[src/rtl/functional_unit_core.sv]
// ============================================================================
// functional_unit_core -- single-cycle 16-opcode ALU with registered result F.
// Optional macro SAT_ARITH_EN: ADD and A+B+C saturate high, SUB saturates at 0.
// Revision: 1.0
// ============================================================================
`default_nettype none

module functional_unit_core #(
  parameter int WIDTH = 8
) (
  input  logic             clk,
  input  logic             rst_n,
  input  logic [7:0]       instruction,
  input  logic [WIDTH-1:0] A,
  input  logic [WIDTH-1:0] B,
  input  logic [WIDTH-1:0] C,
  input  logic [2:0]       select,
  output logic [WIDTH-1:0] F
);

  localparam logic [3:0] OP_ADD  = 4'd0;
  localparam logic [3:0] OP_SUB  = 4'd1;
  localparam logic [3:0] OP_AND  = 4'd2;
  localparam logic [3:0] OP_OR   = 4'd3;
  localparam logic [3:0] OP_XOR  = 4'd4;
  localparam logic [3:0] OP_NOT  = 4'd5;
  localparam logic [3:0] OP_SHL  = 4'd6;
  localparam logic [3:0] OP_SHR  = 4'd7;
  localparam logic [3:0] OP_ROTL = 4'd8;
  localparam logic [3:0] OP_MAX  = 4'd9;
  localparam logic [3:0] OP_MIN  = 4'd10;
  localparam logic [3:0] OP_ABSD = 4'd11;
  localparam logic [3:0] OP_ADD3 = 4'd12;
  localparam logic [3:0] OP_MUL  = 4'd13;
  localparam logic [3:0] OP_POPC = 4'd14;
  localparam logic [3:0] OP_PASS = 4'd15;

  logic [3:0]       opcode;
  logic [3:0]       imm;
  logic [2:0]       shamt;
  logic [WIDTH-1:0] imm_ext;
  logic [WIDTH-1:0] x;
  logic [WIDTH-1:0] y;
  logic [WIDTH-1:0] add_res;
  logic [WIDTH-1:0] sub_res;
  logic [WIDTH-1:0] add3_res;
  logic [WIDTH-1:0] rotl_res;
  logic [WIDTH-1:0] popc_res;
  logic [WIDTH-1:0] mul_res;
  logic [WIDTH-1:0] result;

  assign opcode  = instruction[7:4];
  assign imm     = instruction[3:0];
  assign shamt   = imm[2:0];
  assign imm_ext = {{(WIDTH-4){1'b0}}, imm};

  always_comb begin
    x = A;
    y = B;
    case (select)
      3'd0: begin x = A; y = B;       end
      3'd1: begin x = A; y = C;       end
      3'd2: begin x = B; y = C;       end
      3'd3: begin x = B; y = A;       end
      3'd4: begin x = C; y = A;       end
      3'd5: begin x = C; y = B;       end
      3'd6: begin x = A; y = imm_ext; end
      default: begin x = C; y = imm_ext; end
    endcase
  end

`ifdef SAT_ARITH_EN
  logic [WIDTH:0]   add_full;
  logic [WIDTH+1:0] add3_full;

  assign add_full  = {1'b0, x} + {1'b0, y};
  assign add3_full = {2'b00, A} + {2'b00, B} + {2'b00, C};
  assign add_res   = add_full[WIDTH] ? {WIDTH{1'b1}} : add_full[WIDTH-1:0];
  assign sub_res   = (x < y) ? '0 : x - y;
  assign add3_res  = (add3_full[WIDTH+1:WIDTH] != 2'b00) ? {WIDTH{1'b1}}
                                                          : add3_full[WIDTH-1:0];
`else
  assign add_res  = x + y;
  assign sub_res  = x - y;
  assign add3_res = A + B + C;
`endif

  // Bits shifted out the top re-enter at the bottom; a zero amount shifts by WIDTH, yielding 0.
  assign rotl_res = (x << shamt) | (x >> (WIDTH - int'(shamt)));
  assign mul_res  = x * y;

  always_comb begin
    popc_res = '0;
    for (int i = 0; i < WIDTH; i++) begin
      popc_res = popc_res + {{(WIDTH-1){1'b0}}, x[i]};
    end
  end

  always_comb begin
    result = x;
    case (opcode)
      OP_ADD:  result = add_res;
      OP_SUB:  result = sub_res;
      OP_AND:  result = x & y;
      OP_OR:   result = x | y;
      OP_XOR:  result = x ^ y;
      OP_NOT:  result = ~x;
      OP_SHL:  result = x << shamt;
      OP_SHR:  result = x >> shamt;
      OP_ROTL: result = rotl_res;
      OP_MAX:  result = (y > x) ? y : x;
      OP_MIN:  result = (y < x) ? y : x;
      OP_ABSD: result = (x >= y) ? (x - y) : (y - x);
      OP_ADD3: result = add3_res;
      OP_MUL:  result = mul_res;
      OP_POPC: result = popc_res;
      OP_PASS: result = x;
      default: result = x;
    endcase
  end

  // rst_n is active-high despite its name.
  always_ff @(posedge clk) begin
    if (rst_n) begin
      F <= '0;
    end else begin
      F <= result;
    end
  end

endmodule

`default_nettype wire

[config.mk]
export PLATFORM = sky130hd
export DESIGN_NAME = functional_unit_core
export DESIGN_NICKNAME = d
export VERILOG_FILES = /design/src/rtl/functional_unit_core.sv
export SDC_FILE = /design/constraint.sdc
export NUM_CORES = 1
export LEC_CHECK = 0
export ABC_CLOCK_PERIOD_IN_PS = 5500
export BUFFER_PORTS_ARGS = -buffer_cell sky130_fd_sc_hd__buf_4
export CAP_MARGIN = 20
export CORE_AREA = 3 3 126 128
export DETAILED_ROUTE_END_ITERATION = 16
export DIE_AREA = 0 0 129 131
export PLACE_DENSITY = 0.57
export SYNTH_ARGS = -nofsm -noshare
export SYNTH_HDL_FRONTEND = slang
export SYNTH_SLANG_ARGS = --single-unit
[constraint.sdc]
create_clock -name clk -period 5.5 [get_ports clk]
set_input_delay 1.1 -clock clk [delete_from_list [all_inputs] [get_ports clk]]
set_output_delay 1.1 -clock clk [all_outputs]
set_load 0.01 [all_outputs]
# [Word level (Yosys, flattened, before mapping)]
# Index checks and enable logic that the tools add are counted.
[classes] n_addsub=13 mul=1 magnitude_cmp=3 n_eq_ne=21 shift=3 n_mux=6 n_bitwise=5 n_reduce_logical=7
[op_table] cell="$pmux W8 S16" count=1
[op_table] cell="$eq A4 B4 Y1 const B" count=8
[op_table] cell="$shr A8 B32 Y8" count=1
[op_table] cell="$add A8 B8 Y8" count=3
[op_table] cell="$mux W8" count=3
[op_table] cell="$pmux W8 S3" count=1
[op_table] cell="$eq A4 B3 Y1 const B" count=4
[op_table] cell="$or A8 B8 Y8" count=2
[op_table] cell="$pmux W8 S2" count=1
[op_table] cell="$sub A8 B8 Y8" count=2
[op_table] cell="$eq A3 B3 Y1 const B" count=3
[op_table] cell="$add A7 B1 Y8" count=1
[op_table] cell="$and A8 B8 Y8" count=1
[op_table] cell="$eq A4 B2 Y1 const B" count=2
[op_table] cell="$ge A8 B8 Y1" count=1
[op_table] cell="$gt A8 B8 Y1" count=1
[op_table] cell="$lt A8 B8 Y1" count=1
[op_table] cell="$mul A8 B8 Y8" count=1
[op_table] cell="$not A8 Y8" count=1
[op_table] cell="$reduce_or A2 Y1" count=4
[op_table] cell="$shl A8 B3 Y8" count=1
[op_table] cell="$shr A8 B3 Y8" count=1
[op_table] cell="$xor A8 B8 Y8" count=1
[op_table] cell="$add A6 B1 Y7" count=1
[op_table] cell="12 further kinds" count=13
[word_totals] register_bits=8 input_bits=37 wordCells=60

# [Depth between registers and ports, before layout]
# Gate-level depths: netlist (run 1).
[logic_depth] word_depth=11 mapped_depth=24 mapped_depth_nobuf=21

# [Least setup slack after synthesis (run 1)]
# Ideal clock, no wire load.
[synth_timing] kind="input-to-reg" from="input port select[0]" to="register F[7]" setup_ns=0.138 arrival_time_ns=5.705 path_slack_ns=-0.344 path_stages=21 n_path_buf=3 cell_sequence="buf_4 buf_4 buf_4 mux2i_1 o21ai_0 a21boi_1 nand2_1 fa_1 fa_1 inv_1 fa_1 inv_1 fa_1 inv_1 ha_1 a21oi_1 xnor2_1 xnor2_1 xnor3_1 nand3_1 o211ai_1"
[synth_between] elab_chain_cells=11
[synth_lines] item="from (decl)" line="17" text="input logic [2:0] select,"
[synth_lines] item="$eq A3 B1 Y1, or another cell as far along" line="60" text="case (select)"
[synth_lines] item="$reduce_or A3 Y1 (no line) or $reduce_or A2 Y1 (tied branches)"
[synth_lines] item="$pmux W8 S2" line="60"
[synth_lines] item="$add A1 B1 Y2" line="95" text="popc_res = popc_res + {{(WIDTH-1){1'b0}}, x[i]};"
[synth_lines] item="$add A2 B1 Y3" line="95"
[synth_lines] item="$add A3 B1 Y4" line="95"
[synth_lines] item="$add A4 B1 Y5" line="95"
[synth_lines] item="$add A5 B1 Y6" line="95"
[synth_lines] item="$add A6 B1 Y7" line="95"
[synth_lines] item="$add A7 B1 Y8" line="95"
[synth_lines] item="$pmux W8 S16 *" line="101" text="case (opcode)"
[synth_lines] item="to (signal assigned)" line="127" text="F <= result;"
[synth_lines] item="to (decl)" line="18" text="output logic [WIDTH-1:0] F"
# Mark *: on every way between the ends. The rest lies on a longest branch, timed or not.
# A chain may end at the register's enable or synchronous reset.

# [Final worst setup path (run 1)]
[layout_timing] from="input port select[2]" to="register F[6]"
# The elaborated chain is that of the path after synthesis.

==> impl_metrics.yaml, run 1 <==
place:
  port_buffers: 44
  gp_congestion: 0.9890
  hpwl_um: 16890
  place_inst: 952
  place_area_um2: 6131
routing:
  drt_iter0_markers: 578
  wl_per_cell_um: 21.40
  drt.antenna.violating_nets: 0
  drc: 0
  vias: 5769
  first_pass_iters: 6
  routed_wl_um: 20530
  post_drt_via_cell_ratio: 6.016
final_layout:
  final_common_cell: "buf_4"
  fin_util: 0.4266
  area_growth_pct: 22.98
  top_regs: "F (8)"
  top_register: "F"
  final_cell_area_um2: 6389
  stdcell_count: 959
  drive_above_1_share: 0.2322
  n_antenna_cell: 0
  layout_common_cells: "buf_4 (109), nor2_1 (67), inv_1 (55), ha_1 (55), nand2_1 (51)"
  nNetsFinal: 895
  largest_reg_flops: 8
  final.fill_count: 1539
clocking:
  cts_buffer_depth: 2
  cts_tree: "yes"
  htree_levels: 1
  clk_pin_slew_ps: 40
  numCtsBuffers: 3
  cts_root_buffer: "clkbuf_16"
  clock_sinks: 8
min_path:
  min_to: "F[6]"
  min-delay-start: "rst_n"
  hold_depth: 2
  hp-class: "input port to register"
power:
  p_sw_uw: 826.4
  p_int_uw: 794.8
  p_sw_frac: 0.5097
  total_power_mw: 1.621
  ir_worst_vdd_mv: 0.2333
  clockPowerShare: 0.074
  p_per_area_nw_per_um2: 253.8
  p_leak_nw: 2.850
  seq_power_share: 0.045
  p_comb_frac: 0.881
timing:
  fin_crit_sh: 0.9814
  holdWs_ps: 1069
  worstMarginPinSlew_ps: 825.3
  fin_crit_ps: 5398
  hold_viol: 0
  relSlewSlack: 0.4455
  setup_viol: 0
  slew_violations: 0
  timing.fmax_ghz: 0.1853
setup_path:
  required_ps: 5600
  cp_max_fo: 18
  end_kind: "register"
  crit_slowest_cell: "fa_1"
  cp_cell_sequence: "buf_4 -> nand2b_4 -> buf_12 -> o21ai_4 -> buf_4 -> o21bai_2 -> buf_6 -> nor2_1 -> ha_1 -> fa_1 -> ha_1 -> inv_1 -> fa_1 -> inv_1 -> ha_1 -> a21o_1 -> a21oi_2 -> xnor2_1 -> nand2_1 -> nand4_1 -> a311oi_2 -> a31oi_1"
  crit_path_start: "select[2]"
  cp.arrival_ps: 5500
  crit_path_frequent_cell: "ha_1"
  start_kind: "input port"
  slowest_delay_ps: 590
  critical_path_class: "input port to register"
global_routing:
  antenna_found_initial: 0
  grt_pass1_wl_um: 30880
  gr-usage-all-layers: 0.2346
  grt_overflow: 0
  grt_pass1_vias: 5505
  grt_max_degree: 27
floorplan:
  die_h_um: 131
  rows: 45
  pin_count: 45
  core_um2: 14980
  die_area_um2: 16900
  initial_core_util: 0.3469
  fp.dieW_um: 129
synth:
  yosysTopAreaCell: "ha_1"
  postSynth.asyncResetShare: 0
  ys_seq_elements: 8
  synth.distinct_cells: 85
  ys_seq_area_frac: 0.03083
  syn_area_um2: 5195
  yosysWarnings: 0
  syn_inst: 690
  syn_nets: 812
  synth-edff-count: 0
  synth_top_area_frac: 0.1397
  ys_top_cells_by_area: "ha_1 (14%), fa_1 (10%), mux2i_1 (5.6%)"
  syn_avg_cell_area_um2: 7.529
  ys.flop_type: "dfxtp_1"
outcome:
  status: "completed"
run:
  cap_violations: 0
[per-stage QoR]
step / TNS [ps] / setup slack (ps)
detailed placement: -866.1 / -411.2
CTS: 0 / 11.60
finish: 0 / 102.1
global route: -18.87 / -15.98
floorplan: -16.18 / -16.18
global placement: -637.5 / -376.0
[power by group through the flow]
| stage | clock [mW] | sequential (mW) | combinational (mW) |
|---|---|---|---|
| after floorplan | 0 | 0.0783 | 0.858 |
| after global placement | 0 | 0.0734 | 1.29 |
| after detailed placement | 0 | 0.0733 | 1.32 |
| after CTS | 0.122 | 0.0725 | 1.32 |
| after global routing | 0.127 | 0.0731 | 1.55 |
| final | 0.120 | 0.0721 | 1.43 |
[cell families (layout without fill, tap and decap cells)]
group,count (synthesis),in the layout,synth area share
adders and majority gates,86,86,0.2457
muxes,41,41,0.09489
buffers and inverters,102,183,0.08261
DFF,8,8,0.03083
xor gates and xnor gates,38,38,0.06671
AOI/OAI and AO/OA,205,205,0.2799
and+or+nand+nor,210,210,0.1994
[final cells by class]
cell class / count / area (µm²) / share of cell area
multi-input cells: 580 / 4767 / 0.7462
well taps: 188 / 235.2 / 0.03682
flip-flops and latches: 8 / 160.2 / 0.02507
repair buffers: 115 / 903.4 / 0.1414
clock buffers: 3 / 75.07 / 0.01175
inverters: 65 / 247.7 / 0.03878
[per-layer routing]
metal  up-vias  part of all wire  track usage
li1       2674                 -            -
met1      2734              0.42       0.3194
met2       308              0.46       0.3811
met3        53             0.081      0.03171
met4         0             0.043      0.08338
met5         -                 0            0
[what timing repair did]
| action | 4_1_cts | 5_1_grt |
|---|---|---|
| resized for setup | 1 | 32 |
| pin swaps | 1 | 12 |
| buffers inserted | 1 | 3 |
| setup endpoints to repair | 1 | 5 |
| hold buffers | 0 | 0 |
[cells in the mapped netlist, types with 4 or more instances]
master	number
o211ai_1	10
nand2_1	53
nor3_1	15
fa_1	27
or2_2	6
a211oi_1	6
and3b_1	4
xor2_1	5
nor2b_1	10
o21ai_0	28
buf_2	10
o221ai_1	5
mux2_2	5
xnor2_1	32
mux2i_1	29
a22oi_1	7
nand3_1	8
o32ai_1	4
or3_1	5
buf_4	4
nor2_1	68
clkbuf_1	19
a221o_1	4
dfxtp_1	8
o22ai_1	10
a221oi_1	8
inv_2	4
a21o_1	9
mux4_2	6
o21bai_1	11
nand2b_1	14
a31oi_1	7
ha_1	58
a21oi_1	47
nand4_1	4
inv_1	58
a32oi_1	4
nor3b_1	4
[worst max-delay path by stage]
stage / to / depth (start not counted)
after floorplan: F[7] / 21
after global placement: F[6] / 19
after detailed placement: F[6] / 19
after CTS: F[6] / 19
after global routing: F[6] / 22
final: F[6] / 22
[worst max-delay path: cells and delay by family]
kind / cells / cell delay, ps
compound gates: 6 / 1100
xor+xnor: 1 / 120
fa+ha+maj: 5 / 1870
buf+inv: 6 / 780
simple gates: 4 / 520
Note: power is estimated with default switching activity, not from simulation.
==> inputs of run 2 (changes only) <==
- GPL_TIMING_DRIVEN: unset -> 0
==> impl_metrics.yaml, run 2 (same netlist as run 1, synthesis figures left out) <==
timing:
  grt_setup_unrepaired: "true"
  final.setup.worst_slack_ps: 113.4
  fin_crit_ps: 5387
  fin_crit_sh: 0.9794
  worstMarginPinSlew_ps: 767.7
  timing.fmax_ghz: 0.1856
  holdWs_ps: 1075
  relSlewSlack: 0.4863
  slew_violations: 0
  hold_viol: 0
  setup_viol: 0
routing:
  post_drt_via_cell_ratio: 6.143
  wl_per_cell_um: 22.07
  drc: 0
  drt.antenna.violating_nets: 0
  vias: 5885
  drt_iter0_markers: 692
  first_pass_iters: 7
  routed_wl_um: 21150
final_layout:
  regArea_um2: 160.2
  final.fill_count: 1508
  nNetsFinal: 894
  final_common_cell: "buf_4"
  largest_reg_flops: 8
  drive_above_1_share: 0.2481
  fin_util: 0.4444
  area_growth_pct: 28.11
  layout_common_cells: "buf_4 (71), nor2_1 (66), ha_1 (52)"
  n_antenna_cell: 0
  stdcell_count: 958
  multi_input_comb_area_um2: 4987
  top_regs: "F (8)"
  top_register: "F"
floorplan:
  core_um2: 14980
  die_area_um2: 16900
  die_h_um: 131
  rows: 45
  initial_core_util: 0.3469
  pin_count: 45
  fp.dieW_um: 129
place:
  place_inst: 917
  gp_congestion: 1.033
  dpl_worst_slack_ps: -1211
  port_buffers: 39
  hpwl_um: 15820
global_routing:
  antenna_found_initial: 0
  grt_pass1_vias: 5452
  gr-usage-all-layers: 0.2399
  grt_pass1_wl_um: 31340
  grt_max_degree: 14
  grt_overflow: 0
power:
  p_sw_uw: 863.5
  seq_power_share: 0.042
  ir_worst_vdd_mv: 0.1361
  p_leak_nw: 2.852
  clockPowerShare: 0.070
  p_int_uw: 837.3
  p_comb_frac: 0.888
  p_sw_frac: 0.5077
  p_per_area_nw_per_um2: 255.6
  total_power_mw: 1.701
clocking:
  holdBufCountCts: 0
  clock_sinks: 8
  cts_buffer_depth: 2
  numCtsBuffers: 3
  cts_tree: "yes"
  htree_levels: 1
  cts_root_buffer: "clkbuf_16"
  clk_pin_slew_ps: 30
setup_path:
  required_ps: 5590
  critical_path_class: "input port to register"
  cp_cell_sequence: "buf_12 -> nor2b_4 -> o32ai_2 -> o21bai_4 -> clkbuf_16 -> clkinvlp_4 -> buf_6 -> nand2_4 -> fa_2 -> fa_1 -> inv_2 -> fa_1 -> inv_2 -> fa_2 -> inv_2 -> ha_4 -> a21oi_4 -> xnor2_2 -> xnor2_2 -> xnor3_2 -> nand3_2 -> o211ai_1"
  cp_max_fo: 7
  slowest_delay_ps: 550
  end_kind: "register"
  start_kind: "input port"
  crit_path_frequent_cell: "inv_2"
  crit_slowest_cell: "fa_1"
  cp.arrival_ps: 5470
min_path:
  min-delay-start: "rst_n"
  hold_depth: 2
  hp-class: "input port to register"
  min_to: "F[6]"
outcome:
  status: "completed"
run:
  cap_violations: 0
run 2: cell count changes in the layout (fill, tap and decap cells not counted), moves of 4 or more:
cell      change
buf_6         +4
inv_1         -9
buf_8         +5
buf_2         +6
inv_2         +5
clkbuf_1     +16
buf_4        -38
run 2: routing by layer:
| metal | vias up | GRT usage | part of all wire |
|---|---|---|---|
| li1 | 2663 | - | - |
| met1 | 2802 | 0.3385 | 0.43 |
| met2 | 355 | 0.3713 | 0.44 |
| met3 | 65 | 0.02236 | 0.080 |
| met4 | 0 | 0.1081 | 0.047 |
| met5 | - | 0 | 0 |
run 2: area by class of cell:
cell class	count	share of cell area
clock buffers	3	0.01128
repair buffers	80	0.1019
well taps	188	0.03535
multi-input cells	580	0.7494
flip-flops and latches	8	0.02406
inverters	65	0.04005
plain buffers	34	0.03798
run 2: worst max path at each step:
stage	from	endpoint	slack, ps	cells after the start
floorplan	select[0]	F[7]	-20	21
global placement	select[2]	F[7]	-1240	18
detailed placement	select[2]	F[7]	-1210	18
CTS	select[0]	F[7]	-40	21
global route	select[1]	F[7]	-20	22
finish	select[0]	F[7]	110	22
run 2: power groups by stage:
stage	sequential [mW]	combinational (mW)	clock (mW)
floorplan	0.0783	0.858	0
global placement	0.0724	1.23	0
detailed placement	0.0725	1.23	0
CTS	0.0717	1.35	0.122
global route	0.0723	1.64	0.126
finish	0.0715	1.51	0.119
run 2: critical path, delay by kind of cell:
kind,cells,cell delay (ps)
buf+inv,7,640
compound gates,4,450
simple gates,3,350
fa+ha+maj,5,2190
xor+xnor,3,720
run 2: per-stage QoR:
step / setup TNS [ps] / area (µm²)
2_1_floorplan: -16.18 / 5234
3_3_place_gp: -6003 / 5762
3_5_place_dp: -5626 / 5762
4_1_cts: -35.94 / 6191
5_1_grt: -33.15 / 6655
6_report: 0 / 6655
run 2: timing repair:
action                     CTS  global route
buffers inserted            18            21
pin swaps                   10            34
cloned                       0             2
setup endpoints to repair    7             6
gates resized for setup     47            62
==> inputs of run 3 (changes only) <==
- CELL_PAD_IN_SITES_DETAIL_PLACEMENT: unset -> 1
- CELL_PAD_IN_SITES_GLOBAL_PLACEMENT: unset -> 2
- CORE_AREA: 3 3 126 128 -> 3 3 130 132
- DIE_AREA: 0 0 129 131 -> 0 0 133 135
- PLACE_DENSITY: 0.57 -> 0.82
==> impl_metrics.yaml, run 3 (same netlist as run 1, synthesis figures left out) <==
floorplan:
  rows: 46
  die_h_um: 135
  initial_core_util: 0.3282
  pin_count: 45
  die_area_um2: 17960
  core_um2: 15830
  fp.dieW_um: 133
global_routing:
  grt_max_degree: 14
  grt_pass1_vias: 6353
  gr-usage-all-layers: 0.2675
  antenna_found_initial: 0
  grt_overflow: 0
  grt_pass1_wl_um: 37340
final_layout:
  largest_reg_flops: 8
  final_common_cell: "buf_4"
  top_regs: "F (8)"
  drive_above_1_share: 0.2596
  nNetsFinal: 906
  layout_common_cells: "buf_4 (79), nor2_1 (66), nand2_1 (49), ha_1 (49), a21oi_1 (46)"
  top_register: "F"
  final.fill_count: 1912
  multi_input_comb_area_um2: 4954
  regArea_um2: 160.2
  n_antenna_cell: 0
  area_growth_pct: 31.17
power:
  p_leak_nw: 2.905
  p_sw_frac: 0.5183
  clockPowerShare: 0.067
  seq_power_share: 0.040
  p_comb_frac: 0.893
  p_sw_uw: 922.0
  p_int_uw: 856.8
  ir_worst_vdd_mv: 0.1565
  p_per_area_nw_per_um2: 261.0
clocking:
  cts_buffer_depth: 2
  htree_levels: 1
  cts_tree: "yes"
  holdBufCountCts: 0
  numCtsBuffers: 3
  clk_pin_slew_ps: 40
  clock_sinks: 8
  cts_root_buffer: "clkbuf_16"
timing:
  slew_violations: 0
  grt_setup_unrepaired: "true"
  fin_crit_sh: 1.024
  relSlewSlack: 0.4560
  final.setup.worst_slack_ps: -130.6
  worstMarginPinSlew_ps: 813.1
  setup_viol: 1
  tns_ps: -130.6
  holdWs_ps: 1102
  fin_crit_ps: 5631
  hold_viol: 0
  timing.fmax_ghz: 0.1776
run:
  cap_violations: 0
routing:
  routed_wl_um: 25460
  drt.antenna.violating_nets: 0
  post_drt_via_cell_ratio: 6.237
  first_pass_iters: 5
  vias: 6225
  wl_per_cell_um: 25.51
  drt_iter0_markers: 711
  drc: 0
setup_path:
  critical_path_class: "input port to register"
  end_kind: "register"
  cp.arrival_ps: 5740
  worst-path-buf-inv: 7
  cp_cell_sequence: "buf_12 -> buf_8 -> buf_12 -> buf_4 -> mux2i_1 -> nor2_1 -> a31oi_1 -> buf_4 -> nor2_1 -> ha_1 -> ha_4 -> fa_1 -> inv_2 -> fa_2 -> inv_2 -> ha_4 -> a21oi_4 -> xnor2_2 -> xnor2_2 -> xnor3_1 -> o211ai_1"
  start_kind: "input port"
  slowest_delay_ps: 570
  crit_slowest_cell: "fa_1"
  path_delay_family: "adder cells"
  cp_max_fo: 6
  required_ps: 5610
place:
  port_buffers: 39
  gp_congestion: 0.9855
  hpwl_um: 18450
min_path:
  hp-class: "input port to register"
outcome:
  status: "finished, violations left"
  violations: "setup timing"
## run 3: cell count changes in the layout (fill, tap and decap cells not counted), sizes merged
cell	delta
bufbuf	+1
clkbuf	+1
buf	+10
## run 3: timing repair
action | in CTS | in global routing
gates cloned | 1 | 2
setup buffers | 35 | 12
setup endpoints to repair | 7 | 5
gates resized for setup | 82 | 29
hold endpoints to repair | 0 | 0
pin swaps | 29 | 26
## run 3: final cells by class
| class | count | area share |
|---|---|---|
| Buffer | 35 | 0.04095 |
| Clock buffer | 3 | 0.01102 |
| Sequential cell | 8 | 0.02350 |
| Inverter | 65 | 0.04021 |
| Tap cell | 216 | 0.03966 |
| Timing Repair Buffer | 91 | 0.1177 |
| Multi-Input combinational cell | 580 | 0.7270 |
## run 3: worst paths after layout
check	cells past startpoint	to	start
max	21	F[7]	select[0]
min	2	F[6]	rst_n
## run 3: power groups by stage
stage / Clock (mW) / Sequential, mW / Combinational (mW)
6_report: 0.119 / 0.0720 / 1.59
5_1_grt: 0.125 / 0.0736 / 1.71
4_1_cts: 0.121 / 0.0723 / 1.47
3_5_place_dp: 0 / 0.0729 / 1.27
3_3_place_gp: 0 / 0.0727 / 1.23
2_1_floorplan: 0 / 0.0783 / 0.858
## run 3: metal layers
metal / vias to the layer above / global-route usage / part of all wire
li1: 2684 / - / -
met1: 3121 / 0.3583 / 0.41
met2: 351 / 0.4382 / 0.47
met3: 69 / 0.03465 / 0.080
met4: 0 / 0.1057 / 0.041
met5: - / 0 / 0
## run 3: metrics by stage
| stage | total power [mW] | setup slack (ps) | cell area, µm² | utilization | std cells |
|---|---|---|---|---|---|
| 6_report | 1.779 | -130.6 | 6814 | 0.4305 | 998 |
| 5_1_grt | 1.904 | -219.5 | 6814 | 0.4305 | 998 |
| 4_1_cts | 1.667 | -10.06 | 6535 | 0.4129 | 984 |
| 3_5_place_dp | 1.341 | -1348 | 5812 | 0.3672 | 947 |
| 3_3_place_gp | 1.300 | -1390 | 5797 | 0.3662 | 945 |
| 2_1_floorplan | 0.9362 | -16.18 | 5234 | - | 690 |
